**src/rtl/serial_rx.sv**
```systemverilog
// Asynchronous serial receiver: 8-bit frames, MSB first, start 0 / stop 1.
// Mid-bit sampling, one-cycle rxv on a good frame, one-cycle frame_err on a bad stop bit.
module serial_rx #(
    parameter int CLKS_PER_BIT = 167,
    parameter int CNT_W        = 8
) (
    input  logic       clk,
    input  logic       rst_n,
    input  logic       rx,
    output logic [7:0] data,
    output logic       rxv,
    output logic       frame_err,
    output logic       busy
);

    localparam logic [CNT_W-1:0] HALF_M1 = CNT_W'(CLKS_PER_BIT / 2 - 1);
    localparam logic [CNT_W-1:0] BIT_M1  = CNT_W'(CLKS_PER_BIT - 1);

    typedef enum logic [1:0] {
        IDLE,
        START,
        DATA,
        STOP
    } state_t;

    state_t           state_q, state_d;
    logic [CNT_W-1:0] cnt_q, cnt_d;
    logic [2:0]       bidx_q, bidx_d;
    logic [7:0]       sh_q, sh_d;
    logic [7:0]       data_q, data_d;
    logic             rxv_q, rxv_d;
    logic             ferr_q, ferr_d;
    logic             rx_meta_q, rx_s_q, rx_prev_q;
    logic             start_edge;

    // Synchronizer resets low so a line held low through reset release never looks like a start edge.
    always_ff @(posedge clk or negedge rst_n) begin
        if (!rst_n) begin
            rx_meta_q <= 1'b0;
            rx_s_q    <= 1'b0;
            rx_prev_q <= 1'b0;
        end else begin
            rx_meta_q <= rx;
            rx_s_q    <= rx_meta_q;
            rx_prev_q <= rx_s_q;
        end
    end

    assign start_edge = rx_prev_q && !rx_s_q;

    always_ff @(posedge clk or negedge rst_n) begin
        if (!rst_n) begin
            state_q <= IDLE;
            cnt_q   <= '0;
            bidx_q  <= '0;
            sh_q    <= '0;
            data_q  <= '0;
            rxv_q   <= 1'b0;
            ferr_q  <= 1'b0;
        end else begin
            state_q <= state_d;
            cnt_q   <= cnt_d;
            bidx_q  <= bidx_d;
            sh_q    <= sh_d;
            data_q  <= data_d;
            rxv_q   <= rxv_d;
            ferr_q  <= ferr_d;
        end
    end

    always_comb begin
        state_d = state_q;
        cnt_d   = cnt_q;
        bidx_d  = bidx_q;
        sh_d    = sh_q;
        data_d  = data_q;
        rxv_d   = 1'b0;
        ferr_d  = 1'b0;
        case (state_q)
            IDLE: begin
                if (start_edge) begin
                    state_d = START;
                    cnt_d   = '0;
                end
            end
            START: begin
                if (cnt_q == HALF_M1) begin
                    cnt_d  = '0;
                    bidx_d = '0;
                    // A start bit that is already high again at mid-bit is treated as a glitch.
                    state_d = rx_s_q ? IDLE : DATA;
                end else begin
                    cnt_d = cnt_q + CNT_W'(1);
                end
            end
            DATA: begin
                if (cnt_q == BIT_M1) begin
                    sh_d   = {sh_q[6:0], rx_s_q};
                    cnt_d  = '0;
                    bidx_d = bidx_q + 3'd1;
                    if (bidx_q == 3'd7) begin
                        state_d = STOP;
                    end
                end else begin
                    cnt_d = cnt_q + CNT_W'(1);
                end
            end
            STOP: begin
                if (cnt_q == BIT_M1) begin
                    if (rx_s_q) begin
                        data_d = sh_q;
                        rxv_d  = 1'b1;
                    end else begin
                        ferr_d = 1'b1;
                    end
                    cnt_d   = '0;
                    state_d = IDLE;
                end else begin
                    cnt_d = cnt_q + CNT_W'(1);
                end
            end
            default: state_d = IDLE;
        endcase
    end

    assign data      = data_q;
    assign rxv       = rxv_q;
    assign frame_err = ferr_q;
    assign busy      = (state_q != IDLE);

endmodule

```
**config.mk**
```make
export PLATFORM = sky130hd
export DESIGN_NAME = serial_rx
export DESIGN_NICKNAME = d
export VERILOG_FILES = /design/src/rtl/serial_rx.sv
export SDC_FILE = /design/constraint.sdc
export NUM_CORES = 1
export LEC_CHECK = 0
export BUFFER_PORTS_ARGS = -buffer_cell sky130_fd_sc_hd__buf_4
export CAP_MARGIN = 20
export CORE_MARGIN = 4
export CORE_UTILIZATION = 44
export DETAILED_ROUTE_END_ITERATION = 8
export PLACE_DENSITY = 0.67
export REMOVE_ABC_BUFFERS = 1
export SLEW_MARGIN = 10
export SYNTH_ARGS = -nofsm -noshare
export SYNTH_HDL_FRONTEND = slang
export SYNTH_SLANG_ARGS = --single-unit
```
**constraint.sdc**
```tcl
create_clock -name clk -period 2.3 [get_ports clk]
set_clock_uncertainty 0.2 [all_clocks]
set_input_delay 0.69 -clock clk [delete_from_list [all_inputs] [get_ports clk]]
set_output_delay 0.69 -clock clk [all_outputs]
set_load 0.05 [all_outputs]
```
==> After elaboration in Yosys (flattened, before gate mapping) <==
Index checks and enable logic that the tools add are counted.
{ "classes": {"addsub": 2, "n_eq_ne": 11, "n_mux": 20, "reduce_logical": 10} }
{ "op_table": {"columns": ["op", "count"], "rows": [
  ["$mux 8", 3],
  ["$pmux 8 s3", 1],
  ["$mux 2", 6],
  ["$ne 2x2->1 const B", 5],
  ["$add 8x1->8 const B", 1],
  ["$eq 8x7->1 const B", 1],
  ["$eq 8x8->1 const B", 1],
  ["$pmux 2 s4", 1],
  ["$mux 1", 6],
  ["$mux 3", 2],
  ["$pmux 3 s2", 1],
  ["$reduce_and 3->1", 2],
  ["$reduce_and 5->1", 1],
  ["$eq 2x2->1 const B", 2],
  ["$reduce_bool 2->1", 2],
  ["$add 3x1->3 const B", 1],
  ["$eq 3x3->1 const B", 1],
  ["$eq 2x1->1 const B", 1],
  ["$logic_not 2->1", 1],
  ["$reduce_and 2->1", 1],
  ["$reduce_or 2->1", 1],
  ["$logic_and 1x1->1", 1],
  ["$logic_not 1->1", 1]
]} }
{ "word_totals": {"ff_bits": 34, "input_bits": 3, "out_inout_bits": 11, "elab_cells": 53} }

==> Longest topological paths before layout <==
{ "logic_depth": {"word_depth": 4, "depth_mapped": 9, "depth_no_buf": 6} }

==> Least setup slack after synthesis <==
No wires, ideal clock.
{ "synth_path": {"kind": "register to register", "startpoint": "register cnt_q[0]", "endpoint": "register sh_q[3]", "setup_ns": 0.125, "arrival_ns": 1.653, "t_required_ns": 1.975, "slack_ns": 0.323, "stages_incl_launch_ff": 9, "n_path_buf": 3, "synth_period_minus_slack_ns": 1.977, "path_cell_list": "dfrtp_1 -> inv_1 -> ha_1 -> and4b_1 -> buf_6 -> and4b_1 -> buf_6 -> buf_8 -> mux2_2"} }
{ "synth_between": {"elab_chain_cells": 2} }
{ "synth_rtl": {"columns": ["element", "line", "text"], "rows": [
  ["from (decl)", "27", "logic [CNT_W-1:0] cnt_q, cnt_d;"],
  ["from (signal assigned)", "62", "cnt_q <= cnt_d;"],
  ["$eq 8x8->1", "97", "if (cnt_q == BIT_M1) begin"],
  ["$reduce_and 2->1 (no line)", null, null],
  ["to (signal assigned)", "56", "sh_q <= '0;"],
  ["to (signal assigned)", "64", "sh_q <= sh_d;"],
  ["to (decl)", "29", "logic [7:0] sh_q, sh_d;"]
]} }
Every way passes these cells.
A chain may end at the register's enable or synchronous reset.

==> qor.json <==
{
  "post_cts_hold_buffer_count": 0,
  "dr.pass1.iters": 4,
  "dp_hpwl_mm": 2.00,
  "gr-usage-met3_pct": 5.91,
  "boundaryPins": 14,
  "drv_slew": 0,
  "worst_hold_path_type": "input pin to asynchronous set/reset pin",
  "drt-wirelength-per-cell_microns": 14.2,
  "post_synth_most_frequent_cells": "sky130_fd_sc_hd__dfrtp_1 (34), sky130_fd_sc_hd__mux2_2 (17), sky130_fd_sc_hd__nand2_1 (17)",
  "yosys.area.top_type": "sky130_fd_sc_hd__dfrtp_1",
  "totalWireLength_mm": 2.80,
  "flow.area_growth_from_synthesis_pct": 12.9,
  "fp.coreArea_sq_um": 3420,
  "synth_largest_type_area_fraction_pct": 53.3,
  "power.static_leakage_nw": 0.897,
  "setup_violations": 0,
  "hold_viol": 0,
  "tritoncts.num_buffers": 5,
  "starting_density_pct": 46.7,
  "finalWorstPathRequiredPeriod_ps": 2230,
  "ys.warnings.count": 0,
  "post_synth_num_cell_types": 36,
  "ir_worst_vdd_mv": 0.426,
  "grt_util_all_layers_pct": 14.3,
  "post_synthesis_sequential_element_count": 34,
  "yosys-top-cells-area": "sky130_fd_sc_hd__dfrtp_1 (53%), sky130_fd_sc_hd__mux2_2 (12%), sky130_fd_sc_hd__nand2_1 (4.0%), sky130_fd_sc_hd__ha_1 (3.1%), sky130_fd_sc_hd__o21ai_0 (2.2%)",
  "layout_worst_path_cycle_share_pct": 96.8,
  "drt.antenna.violating_nets": 0,
  "largest_net_degree_at_the_start_of_global_routing": 35,
  "critical_path_capture_point_type": "primary output",
  "fp.dieH_microns": 68.2,
  "synthMostInstantiatedCell": "sky130_fd_sc_hd__dfrtp_1",
  "cts.sinks": 34,
  "design_power_total_w": 0.00128,
  "timing.max_slew.rel_slack_pct": 72.6,
  "number_of_flops_mapped_to_enable_cells_by_yosys": 0,
  "rsz0062_at_grt": "no",
  "post_route_cells_drive_above_1_share_pct": 32.2,
  "drv.max_cap_violation_count": 0,
  "status": "finished clean",
  "first_global_vias": 1021,
  "first_iter_violations": 104,
  "fmax_ghz": 0.449,
  "worstPathArrival_ps": 1340,
  "postSynthAreaPerCell_sq_um": 12.1,
  "post_syn_instances": 132,
  "grt_most_used_layer": "met2",
  "vias": 1048,
  "timing.critical_path.required_ps": 1410,
  "clockBufferDepth": 2,
  "critical_path_peak_fanout": 10,
  "antenna_cells_inserted": 0,
  "clk_latency_ps": 330,
  "clkSlewWorstSetupHoldPaths_ps": 100,
  "synth_top_flop_cell": "sky130_fd_sc_hd__dfrtp_1",
  "floorplan.die_area_sq_um": 4660,
  "seq_area_frac_synth_pct": 53.3,
  "cts_htree_levels": 2,
  "post_synthesis_async_set_or_reset_flop_share_pct": 100,
  "place.port_buffers": 13,
  "layout.nets": 159,
  "path_class": "register to primary output",
  "cts.root.buffer_cell": "sky130_fd_sc_hd__clkbuf_4",
  "power_per_cell_area_nw_per_um2": 707,
  "route.detailed.vias_per_inst": 5.29,
  "chipWidth_microns": 68.2,
  "start_kind": "register",
  "gpl.final_weighted_congestion": 0.839,
  "worst_pin_slew_ps": 411,
  "global_route.usage.met2_pct": 22.6,
  "overflow": 0,
  "timing.setup.tns_ps": 0,
  "synthesis.area_sq_um": 1600,
  "wire_length_of_the_first_global_routing_pass_mm": 4.80,
  "cts_tree": "done",
  "grt_antenna_before_repair": 0,
  "met1_track_utilization_from_global_routing_pct": 17.4,
  "n_fill_cell": 307,
  "drc": 0,
  "std_cell_rows": 21
}
==> registers in the layout, indices dropped and copies added (netlist names), 3 cells and up, named ones only <==
name and count:
bidx_q 3, sh_q 8, cnt_q 8, data 8
==> cell type report <==
| cell class | instances | area (sq um) | area share, % |
|---|---|---|---|
| clock buffers | 5 | 37.5 | 2.08 |
| clock inverters | 2 | 10.0 | 0.555 |
| inverters | 2 | 7.51 | 0.416 |
| multi-input cells | 91 | 692 | 38.4 |
| flip-flops and latches | 34 | 851 | 47.2 |
| well taps | 46 | 57.6 | 3.19 |
| repair buffers | 18 | 148 | 8.19 |
==> metal layers <==
layer	up-vias	part of all wire, %
met5	-	0
met4	0	1.0
met3	4	4.9
met2	17	50
met1	515	44
li1	512	-
==> cells in the final DEF (no fill, tap or decap), drive strengths merged, types with 2 or more instances in the layout <==
master  count
a21boi      3
a21oi       2
and2        3
and3b       2
and4b       2
buf        18
clkbuf      5
clkinv      2
dfrtp      34
ha          4
inv         2
mux2       17
mux2i       2
nand2      18
nand3       5
nand3b      2
nor2        4
nor2b       2
nor3        3
o21ai       7
o22ai       4
or2         2
==> cells by family (layout without fill, tap and decap cells) <==
| group | after synthesis | in the layout | synth area share [%] |
|---|---|---|---|
| AND/OR/NAND/NOR | 48 | 48 | 18.4 |
| flip-flops | 34 | 34 | 53.3 |
| AO/OA/AOI/OAI | 20 | 20 | 8.54 |
| multiplexers | 19 | 19 | 13.2 |
| buffers and inverters | 7 | 27 | 3.37 |
| adder cells (fa/ha/maj) | 4 | 4 | 3.13 |
==> per-stage QoR <==
step | util (%) | cells | setup WS, ps | area (sq um) | hold WS (ps)
2_1_floorplan | - | 127 | 206 | 1550 | 131
3_3_place_gp | 50.8 | 190 | 172 | 1740 | 136
3_5_place_dp | 50.8 | 190 | 86.2 | 1740 | 138
4_1_cts | 52.2 | 197 | 61.9 | 1780 | 83.1
5_1_grt | 52.8 | 198 | 5.95 | 1800 | 88.4
6_report | 52.8 | 198 | 73.9 | 1800 | 76.4
==> critical path: stages, from the launching register on <==
cell and delay [ps]:
sky130_fd_sc_hd__dfrtp_1 480, sky130_fd_sc_hd__or2_2 330, sky130_fd_sc_hd__buf_4 200
==> worst paths after layout <==
path	endpoint	startpoint	cells past startpoint	slack (ps)
worst max-delay path	busy	register	2	70
worst min-delay path	frame_err	rst_n	1	80
worst max register to register	sh_q[0]	cnt_q[0]	6	170
worst min register to register	rx_s_q	rx_meta_q	0	170
max in group asynchronous	cnt_q[2]	rst_n	1	1520
min in group clk	rx_s_q	rx_meta_q	0	170
==> repair_timing <==
item                                    4_1_cts  5_1_grt
resized for setup                             0        0
endpoints found under the setup margin        0        8
buffers inserted                              0        1
==> where the power goes <==
| group | total (W) | internal (W) | switching [W] |
|---|---|---|---|
| registers | 0.000736 | 0.000650 | 0.0000859 |
| clock network | 0.000296 | 0.000110 | 0.000187 |
| logic | 0.000243 | 0.000119 | 0.000125 |
Power figures use the tool's default switching activity.
